### config.mk
export PLATFORM = sky130hd
export DESIGN_NAME = mc_controller
export DESIGN_NICKNAME = d
export VERILOG_FILES = /design/src/rtl/mc_pkg.sv /design/src/rtl/mc_controller_wait_timer.sv /design/src/rtl/mc_controller.sv
export SDC_FILE = /design/constraint.sdc
export NUM_CORES = 1
export LEC_CHECK = 0
export ABC_AREA = 0
export ABC_CLOCK_PERIOD_IN_PS = 2900
export CORE_MARGIN = 8
export CORE_UTILIZATION = 48
export CTS_BUF_LIST = sky130_fd_sc_hd__clkbuf_16
export CTS_CLUSTER_DIAMETER = 150
export DETAILED_ROUTE_END_ITERATION = 10
export PLACE_DENSITY = 0.85
export SYNTH_ARGS = -nofsm -noshare
export SYNTH_HDL_FRONTEND = slang
export SYNTH_SLANG_ARGS = --single-unit
### constraint.sdc
create_clock -name clk -period 2.9 [get_ports clk]
set_clock_uncertainty 0.2 [all_clocks]
set_input_delay 0.58 -clock clk [delete_from_list [all_inputs] [get_ports clk]]
set_output_delay 0.58 -clock clk [all_outputs]
set_load 0.05 [all_outputs]
### src/rtl/mc_pkg.sv
// Shared types for the multicycle RV32I controller: FSM states, halt causes,
// decoded datapath control bundle and base-ISA opcode values.
package mc_pkg;

    typedef enum logic [2:0] {
        FETCH  = 3'd0,
        DECODE = 3'd1,
        EXEC   = 3'd2,
        MEM    = 3'd3,
        WB     = 3'd4,
        HALT   = 3'd5
    } state_e;

    typedef enum logic [2:0] {
        HC_NONE            = 3'd0,
        HC_ILLEGAL         = 3'd1,
        HC_SYSTEM          = 3'd2,
        HC_MISALIGNED_PC   = 3'd3,
        HC_MISALIGNED_ADDR = 3'd4,
        HC_TIMEOUT         = 3'd5
    } halt_cause_e;

    typedef enum logic [2:0] {IMM_I, IMM_S, IMM_B, IMM_U, IMM_J} imm_e;
    typedef enum logic [1:0] {SRC_A_RS1, SRC_A_PC, SRC_A_ZERO} src_a_e;
    typedef enum logic       {SRC_B_RS2, SRC_B_IMM} src_b_e;
    typedef enum logic       {EXEC_ALU, EXEC_LINK} exec_e;
    typedef enum logic       {REGD_EXEC, REGD_MEM} regd_e;

    typedef struct packed {
        imm_e        imm_sel;
        src_a_e      src_a_sel;
        src_b_e      src_b_sel;
        logic [3:0]  alu_func;    // {funct7_5, funct3}; funct7_5 only for OP and shift-right immediates
        logic        shift_op;
        exec_e       exec_sel;
        logic [2:0]  mem_size;
        regd_e       regd_sel;
        logic        branch_neg;
    } ctrl_t;

    localparam logic [6:0] OPC_LOAD   = 7'b0000011;
    localparam logic [6:0] OPC_STORE  = 7'b0100011;
    localparam logic [6:0] OPC_OP     = 7'b0110011;
    localparam logic [6:0] OPC_OP_IMM = 7'b0010011;
    localparam logic [6:0] OPC_LUI    = 7'b0110111;
    localparam logic [6:0] OPC_AUIPC  = 7'b0010111;
    localparam logic [6:0] OPC_JAL    = 7'b1101111;
    localparam logic [6:0] OPC_JALR   = 7'b1100111;
    localparam logic [6:0] OPC_BRANCH = 7'b1100011;
    localparam logic [6:0] OPC_SYSTEM = 7'b1110011;

endpackage

### src/rtl/mc_controller_wait_timer.sv
// Memory wait counter: counts cycles a request has waited without ready.
// Latency: expired is combinational from the registered count.
// Backpressure: none; holds at the limit, MAX_WAIT=0 never expires.
module wait_timer #(
    parameter int unsigned MAX_WAIT = 15
) (
    input  logic clk,
    input  logic reset,
    input  logic clear,
    input  logic count_en,
    input  logic ready,
    output logic expired
);
    localparam bit          ENABLED = (MAX_WAIT > 0);
    localparam int unsigned W       = ENABLED ? $clog2(MAX_WAIT + 1) : 1;
    localparam logic [W-1:0] LIMIT  = W'(MAX_WAIT);

    logic [W-1:0] count_q;
    logic         at_limit;

    assign at_limit = (count_q == LIMIT);
    assign expired  = ENABLED && count_en && !ready && at_limit;

    always_ff @(posedge clk or posedge reset) begin
        if (reset)
            count_q <= '0;
        else if (clear)
            count_q <= '0;
        else if (count_en && !ready && !at_limit)
            count_q <= count_q + W'(1);
    end
endmodule

### src/rtl/mc_controller.sv
// Multicycle RV32I control FSM with combinational decode and halt/unhalt handling.
// Latency: one state per cycle; FETCH and MEM stretch until imem_ready/dmem_ready.
// Backpressure: requests held until ready or until the wait timer halts the core.
module mc_controller
    import mc_pkg::*;
#(
    parameter int unsigned MAX_WAIT     = 15,
    parameter int unsigned CNT_W        = 32,
    parameter bit          RESET_HALTED = 1'b0
) (
    input  logic             clk,
    input  logic             reset,
    input  logic [6:0]       opcode,
    input  logic [2:0]       funct3,
    input  logic             funct7_5,
    output logic             imem_req,
    input  logic             imem_ready,
    output logic             ir_write,
    output logic             dmem_req,
    input  logic             dmem_ready,
    output logic             mem_write,
    output logic             reg_write,
    output logic             pc_write,
    output logic             pc_sel,
    input  logic             branch_taken,
    input  logic             misaligned_pc,
    input  logic             misaligned_addr,
    output ctrl_t            ctrl,
    output logic             halted,
    input  logic             unhalt,
    output logic [2:0]       halt_cause,
    output logic             retire,
    output logic [CNT_W-1:0] instret
);
    state_e            state_q, state_nxt;
    halt_cause_e       cause_q, cause_nxt;
    logic [CNT_W-1:0]  instret_q;
    logic              first_q;
    logic              wait_expired, wait_clear, wait_en, wait_ready;
    logic              is_load, is_store, is_branch, is_jump, is_system, known, take, retire_slot;

    assign is_load   = (opcode == OPC_LOAD);
    assign is_store  = (opcode == OPC_STORE);
    assign is_branch = (opcode == OPC_BRANCH);
    assign is_jump   = (opcode == OPC_JAL) || (opcode == OPC_JALR);
    assign is_system = (opcode == OPC_SYSTEM);
    assign known     = is_load || is_store || is_branch || is_jump || is_system ||
                       (opcode == OPC_OP) || (opcode == OPC_OP_IMM) ||
                       (opcode == OPC_LUI) || (opcode == OPC_AUIPC);
    assign take      = is_jump || (is_branch && (branch_taken ^ ctrl.branch_neg));

    always_comb begin
        ctrl            = '0;
        ctrl.mem_size   = funct3;
        ctrl.branch_neg = is_branch && funct3[0];
        case (opcode)
            OPC_LUI:    begin ctrl.imm_sel = IMM_U; ctrl.src_a_sel = SRC_A_ZERO; ctrl.src_b_sel = SRC_B_IMM; end
            OPC_AUIPC:  begin ctrl.imm_sel = IMM_U; ctrl.src_a_sel = SRC_A_PC;   ctrl.src_b_sel = SRC_B_IMM; end
            OPC_JAL:    begin ctrl.imm_sel = IMM_J; ctrl.src_a_sel = SRC_A_PC;   ctrl.src_b_sel = SRC_B_IMM;
                              ctrl.exec_sel = EXEC_LINK; end
            OPC_JALR:   begin ctrl.imm_sel = IMM_I; ctrl.src_b_sel = SRC_B_IMM;  ctrl.exec_sel = EXEC_LINK; end
            OPC_BRANCH: ctrl.imm_sel = IMM_B;
            OPC_LOAD:   begin ctrl.imm_sel = IMM_I; ctrl.src_b_sel = SRC_B_IMM;  ctrl.regd_sel = REGD_MEM; end
            OPC_STORE:  begin ctrl.imm_sel = IMM_S; ctrl.src_b_sel = SRC_B_IMM; end
            OPC_OP_IMM: begin
                ctrl.imm_sel   = IMM_I;
                ctrl.src_b_sel = SRC_B_IMM;
                // funct7_5 of an immediate only selects arithmetic vs logical shift right
                ctrl.alu_func  = {funct7_5 && (funct3 == 3'b101), funct3};
                ctrl.shift_op  = (funct3[1:0] == 2'b01);
            end
            OPC_OP: begin
                ctrl.alu_func = {funct7_5, funct3};
                ctrl.shift_op = (funct3[1:0] == 2'b01);
            end
            default: ;
        endcase
    end

    always_comb begin
        state_nxt   = state_q;
        cause_nxt   = cause_q;
        imem_req    = 1'b0;
        ir_write    = 1'b0;
        dmem_req    = 1'b0;
        mem_write   = 1'b0;
        reg_write   = 1'b0;
        pc_write    = 1'b0;
        pc_sel      = 1'b0;
        retire      = 1'b0;
        retire_slot = 1'b0;
        case (state_q)
            FETCH: begin
                imem_req = 1'b1;
                if (imem_ready) begin
                    ir_write  = 1'b1;
                    state_nxt = DECODE;
                end else if (wait_expired) begin
                    state_nxt = HALT;
                    cause_nxt = HC_TIMEOUT;
                end
            end
            DECODE: begin
                if (!known) begin
                    state_nxt = HALT;
                    cause_nxt = HC_ILLEGAL;
                end else if (is_system) begin
                    state_nxt = HALT;
                    cause_nxt = HC_SYSTEM;
                end else begin
                    state_nxt = EXEC;
                end
            end
            EXEC: begin
                if (is_load || is_store) state_nxt = MEM;
                else if (is_branch)      retire_slot = 1'b1;
                else                     state_nxt = WB;
            end
            MEM: begin
                if (first_q && misaligned_addr) begin
                    state_nxt = HALT;
                    cause_nxt = HC_MISALIGNED_ADDR;
                end else begin
                    dmem_req  = 1'b1;
                    mem_write = is_store;
                    if (dmem_ready) begin
                        if (is_load) state_nxt = WB;
                        else         retire_slot = 1'b1;
                    end else if (wait_expired) begin
                        state_nxt = HALT;
                        cause_nxt = HC_TIMEOUT;
                    end
                end
            end
            WB: begin
                reg_write   = 1'b1;
                retire_slot = 1'b1;
            end
            HALT: begin
                if (unhalt) begin
                    state_nxt = FETCH;
                    cause_nxt = HC_NONE;
                end
            end
            default: state_nxt = FETCH;
        endcase

        // A taken jump/branch to a misaligned target aborts the retire entirely
        if (retire_slot) begin
            pc_sel = take;
            if (misaligned_pc && take) begin
                reg_write = 1'b0;
                state_nxt = HALT;
                cause_nxt = HC_MISALIGNED_PC;
            end else begin
                pc_write  = 1'b1;
                retire    = 1'b1;
                state_nxt = FETCH;
            end
        end

        // Requests vanish the instant reset rises, not at the next edge
        if (reset) begin
            imem_req  = 1'b0;
            ir_write  = 1'b0;
            dmem_req  = 1'b0;
            mem_write = 1'b0;
            reg_write = 1'b0;
            pc_write  = 1'b0;
            pc_sel    = 1'b0;
            retire    = 1'b0;
        end
    end

    assign wait_en    = (state_q == FETCH) || (state_q == MEM);
    assign wait_ready = (state_q == FETCH) ? imem_ready : dmem_ready;
    assign wait_clear = (state_nxt != state_q) && ((state_nxt == FETCH) || (state_nxt == MEM));

    wait_timer #(.MAX_WAIT(MAX_WAIT)) u_wait_timer (
        .clk      (clk),
        .reset    (reset),
        .clear    (wait_clear),
        .count_en (wait_en),
        .ready    (wait_ready),
        .expired  (wait_expired)
    );

    always_ff @(posedge clk or posedge reset) begin
        if (reset) begin
            state_q   <= RESET_HALTED ? HALT : FETCH;
            cause_q   <= HC_NONE;
            instret_q <= '0;
            first_q   <= 1'b1;
        end else begin
            state_q   <= state_nxt;
            cause_q   <= cause_nxt;
            first_q   <= (state_nxt != state_q);
            if (retire)
                instret_q <= instret_q + CNT_W'(1);
        end
    end

    assign halted     = (state_q == HALT);
    assign halt_cause = cause_q;
    assign instret    = instret_q;
endmodule
==> qor.csv <==
metric,value,unit
status,finished clean,
ys_ff_latch,43,
io_buffers,79,
die_x,93.1,um
drc_errors,0,
setup-violations-final,0,
max_cap_violations,0,
tightest_slew,0.544,ns
grt_usage,0.222,
initial_core_util,0.488,
wl_per_cell,18.8,um
grt_pass1_vias,3107,
drt_iter0_markers,157,
synth_area,0.00285,mm^2
nets,467,
vias_per_cell,5.80,
top_usage_layer,met2,
cts_root_buf,clkbuf_16,
cp_slowest_stage_delay,0.51,ns
synthesis.nets,332,
rr_worst_depth,10,
grt_max_degree,24,
area_growth,60.1,%
stdcell_count,522,
async_flop_share,1.00,
drive_gt1_frac,0.324,
required,2.12,ns
hpwl,7.08,mm
use_met1,0.266,
crit_type,input port to output pin,
hp-class,flip-flop to flip-flop,
timing.critical_path.buf_inv,5,
cp-end-kind,output pin,
synth_cells,311,
holdPathStages,1,
htreeDepth,2,
finalCriticalPeriod,2.86,ns
clk_path_buf_depth,2,
grt_pass1_wl,15.6,mm
cts_tree,done,
cts.sinks,43,
postLayoutCellArea,0.00457,mm^2
crit_chain,clkdlybuf4s50_1 -> nand2_2 -> buf_4 -> inv_1 -> o21ai_4 -> buf_4 -> nand2_4 -> and3_4 -> buf_8,
crit_family,buffers and inverters,
synth_warnings,0,
clk_pin_slew,0.06,ns
cts_hold_buffers,0,
core.rowCount,28,
antenna_found_initial,0,
die_area,0.00867,mm^2
wirelength,9.81,mm
final_hold_viol_count,0,
drv_slew,0,
synth_ff_type,dfrtp_1,
diodes,0,
vias,3029,
synth-edff-count,0,
cellLeakagePower,2.03,nW
utilization,0.781,
peakVddDrop,0.575,mV
clock_latency,0.29,ns
use_met2,0.397,
drtAntennaViolNets,0,
yosysSeqAreaShare,0.377,
syn_area_per_cell,9.18,um^2
cts_buffers,5,
fill_cells,354,
cp_common_cell,buf_4,
crit_path_start_kind,input port,
dp.cells,503,
synth.distinct_cells,59,
firstDrtPassIters,4,
pin_count,80,
relSlewSlack,0.636,
power_density,632,mW/mm^2
core-area,0.00585,mm^2
gr-usage-met3,0.0361,
period_share,0.986,
place_worst_setup_slack,-0.327,ns
max_freq,350,MHz
dieHeight,93.1,um
critPathSlowestCell,clkdlybuf4s50_1,
path_depth,9,
crit_fanout,3,
crit_arrival,2.08,ns
total_power,0.00289,W
gp_congestion,0.968,
setup_ws,0.0401,ns
gr-total-overflow,0,
placed_area,0.00425,mm^2
-- kinds of logic (layout without fill, tap and decap cells) --
family	after synthesis	count (layout)	synth area share
flops	43	43	0.377
fa+ha+maj	2	2	0.00877
compound gates	49	49	0.117
buf+inv	29	165	0.0526
mux	3	3	0.0110
simple gates	149	149	0.323
xor+xnor	36	36	0.110
-- layout by cell type (no fill, tap or decap), drive strengths merged, types with 11 or more instances in the layout --
cell | synthesis | routed
nor3 | 18 | 18
buf | 16 | 96
dfrtp | 42 | 42
a21oi | 19 | 19
xor2 | 18 | 18
nor2 | 27 | 27
nand3 | 14 | 14
nand2 | 29 | 29
xnor2 | 18 | 18
clkdlybuf4s50 | 0 | 43
and3 | 11 | 11
-- where the power goes --
part	leakage, nW	total [W]	switching, W	internal (W)
Combinational	1.39	0.00144	0.000808	0.000631
Clock	0.0838	0.000640	0.000234	0.000406
Sequential	0.556	0.000806	0.000117	0.000690
-- synth_stat cells, drive strengths merged, types with 10 or more instances --
library cell   n  share of area
dfrtp         42           0.37
nor2          27          0.036
nand2         29          0.038
a21oi         19          0.033
and3          11          0.024
xor2          18          0.055
nor3          18          0.046
nand3         14          0.025
inv           11          0.014
xnor2         18          0.055
o21ai         10          0.021
buf           16          0.036
-- area by class of cell --
type,count,area (um^2),share of cell area
well taps,75,93.8,0.0205
multi-input cells,239,1740,0.380
clock inverters,3,43.8,0.00958
repair buffers,146,1450,0.317
inverters,11,45.0,0.00986
flip-flops and latches,43,1080,0.236
clock buffers,5,125,0.0274
-- flip-flops by register name (all words and copies together) (netlist names) --
signal and count:
instret 32, u_wait_timer.count_q 4, state_q 3, first_q 1, halt_cause 3
-- path summary, 6_finish.rpt --
check                                start            end  slack [ns]
min in group asynchronous            reset  halt_cause[1]        0.87
max in group asynchronous            reset        first_q        1.36
setup / recovery           misaligned_addr      reg_write        0.04
hold / removal                 instret[31]    instret[31]        0.27
hold reg to reg                instret[31]    instret[31]        0.27
setup reg to reg                state_q[0]    instret[11]        0.17
-- metal layers --
layer / part of all wire / routed length [um] / up-vias
met5: 0 / 0 / -
met4: 0.023 / 224 / 0
met3: 0.076 / 747 / 31
met2: 0.51 / 5030 / 140
met1: 0.39 / 3800 / 1464
li1: - / - / 1394
-- stage by stage --
| step | hold slack (ns) | TNS [ns] |
|---|---|---|
| after global routing | 0.291 | -0.0194 |
| after floorplan | 0.341 | -0.494 |
| after detailed placement | 0.263 | -9.08 |
| final | 0.268 | 0 |
| after global placement | 0.261 | -5.46 |
| after CTS | 0.274 | 0 |
-- timing repair --
action	in CTS	in global routing
buffers inserted	5	6
pin swaps	9	5
gates resized for setup	35	14
gates cloned	0	0
endpoints found under the setup margin	26	10
endpoints found under the hold margin	0	0
Note: power is estimated with default switching activity, not from simulation.
